===== config.mk =====
export PLATFORM = sky130hd
export DESIGN_NAME = jal_sequencer
export DESIGN_NICKNAME = d
export VERILOG_FILES = /design/src/rtl/rv32_pkg.sv /design/src/rtl/j_offset_gen.sv /design/src/rtl/jal_sequencer.sv
export SDC_FILE = /design/constraint.sdc
export NUM_CORES = 1
export LEC_CHECK = 0
export BUFFER_PORTS_ARGS = -buffer_cell sky130_fd_sc_hd__buf_2
export CAP_MARGIN = 20
export CORE_MARGIN = 1.5
export CORE_UTILIZATION = 51
export DETAILED_ROUTE_END_ITERATION = 8
export GPL_TIMING_DRIVEN = 0
export PLACE_DENSITY = 0.81
export SYNTH_ARGS = -nofsm -noshare
export SYNTH_HDL_FRONTEND = slang
export SYNTH_SLANG_ARGS = --single-unit
export TNS_END_PERCENT = 10

===== constraint.sdc =====
create_clock -name clk -period 2.4 [get_ports clk]
set_input_delay 0.6 -clock clk [delete_from_list [all_inputs] [get_ports clk]]
set_output_delay 0.6 -clock clk [all_outputs]
set_load 0.01 [all_outputs]

===== src/rtl/rv32_pkg.sv =====
// Shared RV32 decode-stage definitions: datapath width, JAL opcode and the
// state encoding used by the jump sequencer.
package rv32_pkg;

  localparam int XLEN = 32;

  localparam logic [6:0] OPC_JAL = 7'b1101111;

  typedef enum logic [1:0] {
    IDLE  = 2'd0,
    CALC  = 2'd1,
    REDIR = 2'd2,
    WB    = 2'd3
  } jal_state_t;

endpackage


===== src/rtl/j_offset_gen.sv =====
// Reassembles the scrambled J-type immediate (instr[31:12]) into the
// sign-extended byte offset of a JAL. Purely combinational so the branch
// predictor can share it.
module j_offset_gen
  import rv32_pkg::*;
(
  input  logic [19:0]     imm_field,  // instr[31:12]
  output logic [XLEN-1:0] offset
);

  // Field layout: imm_field[19]=imm[20], [18:9]=imm[10:1], [8]=imm[11], [7:0]=imm[19:12]
  always_comb begin
    offset = {{11{imm_field[19]}}, imm_field[19], imm_field[7:0],
              imm_field[8], imm_field[18:9], 1'b0};
  end

endmodule


===== src/rtl/jal_sequencer.sv =====
// Multi-cycle JAL executor: accepts one J-type instruction with its PC,
// computes target and link, then issues a fetch redirect followed by a
// link-register write, each over its own valid/ready handshake.
module jal_sequencer
  import rv32_pkg::*;
(
  input  logic            clk,
  input  logic            rst_n,
  input  logic            in_valid,
  output logic            in_ready,
  input  logic [31:0]     instr,
  input  logic [XLEN-1:0] pc,
  input  logic            flush,
  output logic            redir_valid,
  input  logic            redir_ready,
  output logic [XLEN-1:0] redir_pc,
  output logic            wb_valid,
  input  logic            wb_ready,
  output logic [4:0]      wb_rd,
  output logic [XLEN-1:0] wb_data,
  output logic            misalign_exc,
  output logic            illegal_exc,
  output logic            busy
);

  jal_state_t      state_q, state_d;
  logic [31:0]     instr_q, instr_d;
  logic [XLEN-1:0] pc_q, pc_d;
  logic [XLEN-1:0] target_q, target_d;
  logic [XLEN-1:0] link_q, link_d;
  logic            misalign_q, misalign_d;
  logic            illegal_q, illegal_d;
  logic [XLEN-1:0] offset_s;
  logic [XLEN-1:0] calc_target_s;
  logic [4:0]      rd_s;

  j_offset_gen u_j_offset_gen (
    .imm_field (instr_q[31:12]),
    .offset    (offset_s)
  );

  assign calc_target_s = pc_q + offset_s;
  assign rd_s          = instr_q[11:7];

  // Next-state, operand capture and exception pulse generation; flush wins over everything
  always_comb begin
    state_d    = state_q;
    instr_d    = instr_q;
    pc_d       = pc_q;
    target_d   = target_q;
    link_d     = link_q;
    misalign_d = 1'b0;
    illegal_d  = 1'b0;
    if (flush) begin
      state_d = IDLE;
    end else begin
      case (state_q)
        IDLE: begin
          if (in_valid) begin
            instr_d = instr;
            pc_d    = pc;
            state_d = CALC;
          end else begin
            state_d = IDLE;
          end
        end
        CALC: begin
          target_d = calc_target_s;
          link_d   = pc_q + 32'd4;
          if (instr_q[6:0] != OPC_JAL) begin
            illegal_d = 1'b1;
            state_d   = IDLE;
          end else if (calc_target_s[1]) begin
            misalign_d = 1'b1;
            state_d    = IDLE;
          end else begin
            state_d = REDIR;
          end
        end
        REDIR: begin
          if (redir_ready) begin
            state_d = (rd_s != 5'd0) ? WB : IDLE;
          end else begin
            state_d = REDIR;
          end
        end
        WB: begin
          if (wb_ready) begin
            state_d = IDLE;
          end else begin
            state_d = WB;
          end
        end
        default: begin
          state_d = IDLE;
        end
      endcase
    end
  end

  // State and datapath registers with asynchronous reset to a quiet idle
  always_ff @(posedge clk or negedge rst_n) begin
    if (!rst_n) begin
      state_q    <= IDLE;
      instr_q    <= 32'd0;
      pc_q       <= 32'd0;
      target_q   <= 32'd0;
      link_q     <= 32'd0;
      misalign_q <= 1'b0;
      illegal_q  <= 1'b0;
    end else begin
      state_q    <= state_d;
      instr_q    <= instr_d;
      pc_q       <= pc_d;
      target_q   <= target_d;
      link_q     <= link_d;
      misalign_q <= misalign_d;
      illegal_q  <= illegal_d;
    end
  end

  // Outputs come only from registers or decoded state, never from live inputs;
  // payloads are gated by their valid so an idle or reset block shows zeros
  always_comb begin
    in_ready     = (state_q == IDLE);
    busy         = (state_q != IDLE);
    redir_valid  = (state_q == REDIR);
    wb_valid     = (state_q == WB);
    redir_pc     = (state_q == REDIR) ? target_q : 32'd0;
    wb_rd        = (state_q == WB) ? rd_s : 5'd0;
    wb_data      = (state_q == WB) ? link_q : 32'd0;
    misalign_exc = misalign_q;
    illegal_exc  = illegal_q;
  end

endmodule


==> results.py, run 1 <==
metrics = {
    "clock_tree": {
        "holdBufCountCts": 0,
        "cts.sinks": 131,
        "cts_root_buffer": "clkbuf_16",
        "cts_made_buffers": 17,
        "tritoncts": "yes",
        "clk_latency_ps": 420,
        "htreeDepth": 4,
        "cts.path.max_buffers": 2,
        "clk_pin_slew_ps": 60,
    },
    "timing": {
        "tns_ps": 0,
        "finalWorstSetupSlack_ps": 7.66,
        "max_freq_ghz": 0.418,
        "fin_skew_ps": 9.13,
        "rsz0062_at_grt": "yes",
        "hold_viol": 0,
        "fin_crit_sh": 0.997,
        "slew_headroom": 0.520,
        "maxSlewViolCount": 0,
        "finalWorstPathRequiredPeriod_ps": 2390,
        "worst_slew_pin_slew_ps": 720,
        "setup_viol": 0,
    },
    "finish": {
        "num_antenna_cells": 0,
        "drive_above_1_share": 0.365,
        "final_cells": 1139,
        "area_delta_synth_final_pct": 28.4,
        "fin_nets": 1044,
    },
    "route": {
        "drcViolationCount": 0,
        "drt_iter0_drc": 503,
        "firstDrtPassIters": 7,
        "routed-via-count": 6660,
        "wl_met2_um": 10000,
        "dr_wl_met3_um": 1290,
        "wirelength_um": 21200,
        "final_antenna_net_count": 0,
        "wl_met1_um": 9280,
        "highest_layer": "met4",
        "wl_per_cell_um": 18.6,
        "viasPerCell": 5.85,
    },
    "placement": {
        "place_inst": 1109,
        "dp_hpwl_um": 15000,
        "portBuffers": 144,
        "place_congestion": 0.923,
        "dp_slack_ps": -467,
    },
    "setup_path": {
        "cp.required_ps": 2690,
        "path_buf_inv": 0,
        "r2r_cells": 9,
        "critical-path-max-stage-delay_ps": 410,
        "crit_start": "pc_q[1]",
        "crit_chain": "ha_2, fa_2, a21oi_4, o21ai_2, o21ai_2, nor2b_1, nor2_1, nor3_1, o31ai_1",
        "worstPathMaxFanout": 3,
        "worst_ep_arrival_time_ps": 2680,
        "critPathCapture": "target_q[13]",
        "rrSetupSlack_ps": 8,
        "criticalPathCategory": "flop to flop",
        "path_depth": 9,
        "r2r_end": "target_q[13]",
        "start_kind": "flop",
        "crit_path_top_delay_cell": "dfrtp_1",
        "cp_common_cell": "o21ai_2",
        "crit_path_end_kind": "flop",
        "r2r-start": "pc_q[1]",
        "critPathTopFamily": "compound AO/OA/AOI/OAI gates",
    },
    "synthesis": {
        "synth-edff-count": 0,
        "ys_ff_latch": 131,
        "async_reset_ff_frac": 1.00,
        "synth-seq-area-share": 0.435,
        "avgSynthCellArea_sq_um": 9.67,
        "synth_top_area_share": 0.435,
        "yosysWarnings": 0,
        "synth.net_count": 881,
        "synthFlopType": "dfrtp_1",
        "synth.cell_area_sq_mm": 0.00753,
        "synth_cell_types": 61,
        "synth_area_leaders": "dfrtp_1, mux2_2, nand2_1, ha_1, o21ai_0",
        "syn_inst": 779,
        "synth_top_cell_by_area": "dfrtp_1",
    },
    "global_route": {
        "grt_pass1_wl_um": 34000,
        "grt_pass1_vias": 6584,
        "grt_max_degree": 77,
        "grt_usage": 0.275,
        "grt_overflow": 0,
        "antenna_found_initial": 0,
    },
    "power_and_ir_drop": {
        "worst_ir_drop_vdd_mv": 0.639,
        "leakage_nw": 4.51,
        "power_mw": 9.27,
        "p_per_area_mw_per_mm2": 958,
    },
    "floorplan": {
        "initial_core_util": 0.520,
        "dieHeight_um": 125,
        "die_width_um": 125,
        "io_pins": 145,
        "num_rows": 44,
        "core_sq_mm": 0.0145,
        "dieArea_sq_mm": 0.0155,
    },
    "run": {
        "cap_violations": 0,
    },
    "min_path": {
        "hold_class": "input port to async pin",
    },
    "outcome": {
        "outcome": "finished, final reports clean",
    },
}
[cells by family after synthesis]
kind of cell | synth area share
mux | 0.0955
simple gates | 0.192
compound gates | 0.133
fa+ha+maj | 0.0542
buf+inv | 0.0284
flops | 0.435
xor+xnor | 0.0616
[report_power, final]
| part | internal (mW) | total (mW) | switching (mW) | leakage, nW |
|---|---|---|---|---|
| combinational | 1.37 | 3.20 | 1.83 | 2.63 |
| sequential | 2.81 | 3.30 | 0.490 | 1.58 |
| clock | 1.79 | 2.77 | 0.980 | 0.303 |
| total | 5.97 | 9.27 | 3.30 | 4.51 |
[through the flow]
| stage | util | cell area (sq um) | hold WS, ps |
|---|---|---|---|
| 6_report | 0.668 | 9670 | 198 |
| 3_5_place_dp | 0.588 | 8520 | 457 |
| 5_1_grt | 0.668 | 9670 | 255 |
| 2_1_floorplan | - | 7530 | 304 |
| 4_1_cts | 0.647 | 9370 | 232 |
| 3_3_place_gp | 0.586 | 8480 | 453 |
[cell usage in the layout (no fill, tap or decap), types with 7 or more instances in the layout]
master / n
a21oi_1: 24
a21oi_2: 7
a21oi_4: 7
and2_1: 35
and3_1: 43
buf_2: 151
clkbuf_1: 17
clkbuf_16: 17
clkbuf_2: 9
dfrtp_1: 120
dfrtp_2: 11
ha_1: 14
ha_2: 7
ha_4: 10
inv_1: 12
mux2_2: 63
nand2_1: 107
nand3_1: 22
nand4_1: 9
nor2_1: 33
nor3_1: 8
o21ai_0: 48
o21ai_1: 18
o21ai_2: 7
xnor2_1: 23
xor2_1: 28
[registers in the layout, indices dropped and copies added, names as in the netlist]
| name | cells |
|---|---|
| misalign_exc | 1 |
| state_q | 2 |
| link_q | 31 |
| target_q | 32 |
| illegal_exc | 1 |
| pc_q | 32 |
| instr_q | 32 |
[cells in the mapped netlist (all sizes together), types with 3 or more instances]
cell / number
a21boi: 4
o21bai: 4
xor2: 30
and2: 36
nand3: 25
a211oi: 3
o31ai: 4
a21oi: 38
inv: 12
buf: 9
and3: 45
nor2b: 4
nand4: 10
xnor2: 23
nor2: 36
ha: 31
dfrtp: 131
nand2: 107
clkbuf: 33
a31oi: 5
o21ai: 73
o211ai: 4
o2111ai: 3
nor3: 8
nor4: 3
a21o: 4
mux2: 63
[timing repair]
item / CTS / global route
buffers inserted: 3 / 1
gates resized for setup: 49 / 79
pin swaps: 12 / 16
setup endpoints to repair: 110 / 134
[worst min path at each step]
stage | start | to | slack, ps | depth (start not counted)
2_1_floorplan | rst_n | illegal_exc | 300 | 0
3_3_place_gp | target_q[1] | target_q[1] | 450 | 2
3_5_place_dp | target_q[1] | target_q[1] | 460 | 2
4_1_cts | rst_n | target_q[3] | 230 | 1
5_1_grt | rst_n | target_q[5] | 250 | 1
6_report | rst_n | instr_q[23] | 200 | 1
[layer usage]
layer,vias up,track usage
met4,0,0.121
met3,44,0.0593
met1,3270,0.361
met2,273,0.441
li1,3073,-
met5,-,0
[area by class of cell]
class	count	area (sq um)
multi-input combinational	594	4500
clock buffer	20	457
buffer	36	178
timing repair buffer	150	790
clock inverter	12	179
fill	1127	4810
sequential	131	3290
tap	184	230
inverter	12	45.0
[worst register-to-register path: cells and delay by family, from the launching register on]
family                   cells  cell delay, ps
AO/OA/AOI/OAI                4             630
adder cells (fa/ha/maj)      2             620
flip-flops                   1             410
AND/OR/NAND/NOR              3             600
Note: power is estimated with default switching activity, not from simulation.
==> inputs of run 2 (changes only) <==
Settings changed: SETUP_SLACK_MARGIN set to 0.02, SKIP_CTS_REPAIR_TIMING set to 1.
==> results.py, run 2 (same netlist as run 1, synthesis figures left out) <==
metrics = {
    "outcome": {
        "outcome": "finished, violations left",
        "violations": "setup timing",
    },
    "power_and_ir_drop": {
        "seqPwrFrac": 0.353,
        "power_frac_comb": 0.351,
        "clockPowerShare": 0.296,
        "leakage_nw": 4.53,
        "p_per_area_mw_per_mm2": 959,
        "p_switching_mw": 3.33,
        "swShare": 0.356,
        "worst_ir_drop_vdd_mv": 0.652,
        "intPower_mw": 6.02,
    },
    "setup_path": {
        "criticalPathCategory": "flop to flop",
        "r2r-start": "pc_q[11]",
        "critical-path-max-stage-delay_ps": 450,
        "rrSetupSlack_ps": -90,
        "worstPathMaxFanout": 9,
        "worst_ep_arrival_time_ps": 2780,
        "crit_path_top_delay_cell": "dfrtp_2",
        "crit_start": "pc_q[11]",
        "crit_chain": "ha_1, buf_6, a21o_1, a211oi_4, o2bb2ai_4, a21oi_2, a311oi_2, xor2_1, o21ai_1",
        "start_kind": "flop",
        "cp.required_ps": 2690,
        "crit_path_end_kind": "flop",
    },
    "timing": {
        "finalWorstSetupSlack_ps": -89.8,
        "rsz0062_at_grt": "yes",
        "maxSlewViolCount": 0,
        "slew_headroom": 0.522,
        "setup_viol": 2,
        "fin_skew_ps": 11.0,
        "finalWorstPathRequiredPeriod_ps": 2490,
        "worst_slew_pin_slew_ps": 717,
        "fin_crit_sh": 1.04,
        "fin_hold_ws_ps": 197,
        "tns_ps": -93.6,
        "max_freq_ghz": 0.402,
        "hold_viol": 0,
    },
    "floorplan": {
        "dieHeight_um": 125,
        "io_pins": 145,
        "num_rows": 44,
        "initial_core_util": 0.520,
        "core_sq_mm": 0.0145,
        "dieArea_sq_mm": 0.0155,
        "die_width_um": 125,
    },
    "finish": {
        "final_cell_mix": "buf_2, dfrtp_1, nand2_1",
        "layout_commonest_cell": "buf_2",
        "area_delta_synth_final_pct": 29.5,
        "drive_above_1_share": 0.378,
        "num_antenna_cells": 0,
        "top_regs": "instr_q (32), pc_q (32), target_q (32)",
        "fin_nets": 1052,
    },
    "global_route": {
        "grt_usage": 0.267,
        "grt_pass1_vias": 6394,
        "grt_overflow": 0,
        "antenna_found_initial": 0,
        "grt_pass1_wl_um": 33000,
        "grt_max_degree": 77,
    },
    "clock_tree": {
        "tritoncts": "yes",
        "cts.path.max_buffers": 2,
        "cts_root_buffer": "clkbuf_16",
        "cts_made_buffers": 17,
        "clk_pin_slew_ps": 60,
        "clk_latency_ps": 430,
        "cts.sinks": 131,
        "htreeDepth": 4,
    },
    "min_path": {
        "hold_class": "input port to async pin",
    },
    "route": {
        "final_antenna_net_count": 0,
        "drcViolationCount": 0,
        "wl_per_cell_um": 18.5,
        "drt_iter0_drc": 462,
        "viasPerCell": 5.87,
        "wirelength_um": 21300,
        "firstDrtPassIters": 5,
        "routed-via-count": 6738,
    },
    "placement": {
        "dp_hpwl_um": 15000,
        "portBuffers": 144,
        "place_congestion": 0.923,
    },
    "run": {
        "cap_violations": 0,
    },
}
-- run 2: power groups by stage --
stage / Combinational [mW] / Sequential [mW] / Clock [mW]
finish: 3.28 / 3.30 / 2.77
global route: 3.56 / 3.37 / 2.90
CTS: 2.60 / 3.25 / 2.79
detailed placement: 2.57 / 3.28 / 0
global placement: 2.49 / 3.25 / 0
floorplan: 1.94 / 3.11 / 0
-- run 2: critical path, delay by kind of cell (launching register included) --
| kind | cells | cell delay (ps) |
|---|---|---|
| AO/OA/AOI/OAI | 6 | 1150 |
| XOR/XNOR | 1 | 300 |
| adder cells (fa/ha/maj) | 1 | 310 |
| buffers and inverters | 1 | 160 |
| flip-flops | 1 | 450 |
-- run 2: cell type report --
type                            instances  area [sq um]
Tap cell                              184           230
Clock inverter                         12           179
Clock buffer                           20           457
Inverter                               12          45.0
Sequential cell                       131          3290
Timing Repair Buffer                  159           855
Fill cell                            1119          4730
Buffer                                 35           165
Multi-Input combinational cell        594          4530
-- run 2: per-layer routing --
layer  wire [um]  share of wire  global-route usage
met5           0              0                   0
met4         644          0.030              0.0994
met3        1350          0.063              0.0537
met2       10100           0.48               0.427
met1        9150           0.43               0.359
-- run 2: worst paths after layout --
path / cells after the start / endpoint
min: 1 / instr_q[26]
max: 9 / target_q[18]
max in group asynchronous: 2 / instr_q[31]
min reg2reg: 2 / target_q[1]
min in group clk: 3 / pc_q[24]
max reg2reg: 9 / target_q[18]
-- run 2: metrics by stage --
stage               setup WS (ps)  cells  instance area, sq um  power, mW   util
finish                      -89.8   1147                  9750       9.35  0.674
global route                -99.7   1147                  9750       9.84  0.674
CTS                          -478   1141                  9160       8.65  0.632
detailed placement           -467   1109                  8520       5.86  0.588
global placement            -1000   1107                  8480       5.74  0.586
floorplan                     127    779                  7530       5.06      -
==> inputs of run 3 (changes only) <==
Settings changed: CORE_ASPECT_RATIO set to 0.7.
==> results.py, run 3 (same netlist as run 1, synthesis figures left out) <==
metrics = {
    "timing": {
        "hold_viol": 0,
        "fin_hold_ws_ps": 139,
        "rsz0062_at_grt": "yes",
        "tns_ps": -43.0,
        "maxSlewViolCount": 0,
        "finalWorstSetupSlack_ps": -24.3,
        "fin_skew_ps": 11.1,
        "finalWorstPathRequiredPeriod_ps": 2420,
        "slew_headroom": 0.397,
        "setup_viol": 2,
        "fin_crit_sh": 1.01,
        "max_freq_ghz": 0.412,
        "worst_slew_pin_slew_ps": 900,
    },
    "outcome": {
        "violations": "setup timing",
        "outcome": "finished, violations left",
    },
    "clock_tree": {
        "clk_pin_slew_ps": 60,
        "tritoncts": "yes",
        "cts_made_buffers": 17,
        "cts_root_buffer": "clkbuf_16",
        "cts.sinks": 131,
        "clk_latency_ps": 420,
        "cts.path.max_buffers": 2,
        "htreeDepth": 4,
    },
    "global_route": {
        "grt_pass1_vias": 6230,
        "antenna_found_initial": 0,
        "grt_pass1_wl_um": 32700,
        "grt_overflow": 0,
        "grt_usage": 0.273,
        "grt_max_degree": 72,
    },
    "setup_path": {
        "crit_path_end_kind": "flop",
        "worstPathMaxFanout": 5,
        "worst_ep_arrival_time_ps": 2710,
        "cp.required_ps": 2690,
        "criticalPathCategory": "flop to flop",
        "start_kind": "flop",
        "crit_start": "pc_q[5]",
        "r2r-start": "pc_q[5]",
    },
    "route": {
        "drcViolationCount": 0,
        "final_antenna_net_count": 0,
        "wirelength_um": 21800,
        "routed-via-count": 6683,
        "wl_per_cell_um": 18.7,
        "firstDrtPassIters": 5,
        "viasPerCell": 5.74,
        "drt_iter0_drc": 642,
    },
    "floorplan": {
        "dieHeight_um": 105,
        "num_rows": 36,
        "core_sq_mm": 0.0142,
        "io_pins": 145,
        "initial_core_util": 0.531,
        "dieArea_sq_mm": 0.0155,
        "die_width_um": 148,
    },
    "finish": {
        "finalInstanceArea_sq_mm": 0.00977,
        "final_cell_mix": "buf_2, dfrtp_1, nand2_1",
        "final_cells": 1165,
        "fin_nets": 1064,
        "drive_above_1_share": 0.379,
        "layout_commonest_cell": "buf_2",
        "regArea_sq_mm": 0.00330,
        "num_antenna_cells": 0,
        "area_delta_synth_final_pct": 29.7,
        "fin_util": 0.688,
        "top_regs": "instr_q (32), pc_q (32), target_q (32)",
        "fillCellCount": 1066,
        "multi_input_area_sq_mm": 0.00444,
    },
    "power_and_ir_drop": {
        "leakage_nw": 4.58,
        "worst_ir_drop_vdd_mv": 0.743,
        "p_per_area_mw_per_mm2": 947,
        "power_mw": 9.25,
    },
    "placement": {
        "dp_hpwl_um": 15300,
        "dp_slack_ps": -369,
        "place_inst": 1114,
        "portBuffers": 144,
        "place_congestion": 0.897,
        "place_area_sq_mm": 0.00853,
    },
    "run": {
        "cap_violations": 0,
    },
    "min_path": {
        "hold_class": "input port to async pin",
    },
}
-- run 3: final cells by class --
| cell class | instances | area share |
|---|---|---|
| repair buffers | 171 | 0.0972 |
| well taps | 190 | 0.0243 |
| clock inverters | 12 | 0.0156 |
| inverters | 12 | 0.00461 |
| clock buffers | 20 | 0.0468 |
| multi-input cells | 594 | 0.455 |
| plain buffers | 35 | 0.0186 |
| flip-flops and latches | 131 | 0.338 |
-- run 3: critical path, stage by stage, from the launching register on --
cell,delay (ps)
dfrtp_2,460
ha_4,260
a21oi_2,290
o211ai_4,160
a31oi_4,300
a21oi_2,150
a311oi_2,340
xor2_1,250
o21ai_1,80
-- run 3: worst paths after layout --
check,to,slack [ps],cells past startpoint
setup / recovery,target_q[18],-20,8
hold / removal,pc_q[10],140,1
setup reg to reg,target_q[18],-20,8
hold reg to reg,target_q[22],480,2
max in group asynchronous,target_q[27],1510,2
min in group clk,pc_q[24],400,3
-- run 3: report_power, final --
group	internal (mW)	switching (mW)	total (mW)
clock	1.69	0.998	2.69
combinational	1.45	1.80	3.25
sequential	2.81	0.503	3.31
total	5.95	3.30	9.25
-- run 3: layer usage --
layer | share of wire | GRT usage | routed length, um | vias to the layer above
met1 | 0.47 | 0.424 | 10200 | 3197
met2 | 0.43 | 0.379 | 9290 | 336
met3 | 0.086 | 0.0642 | 1880 | 35
li1 | - | - | - | 3115
met5 | 0 | 0 | 0 | -
met4 | 0.018 | 0.0658 | 388 | 0
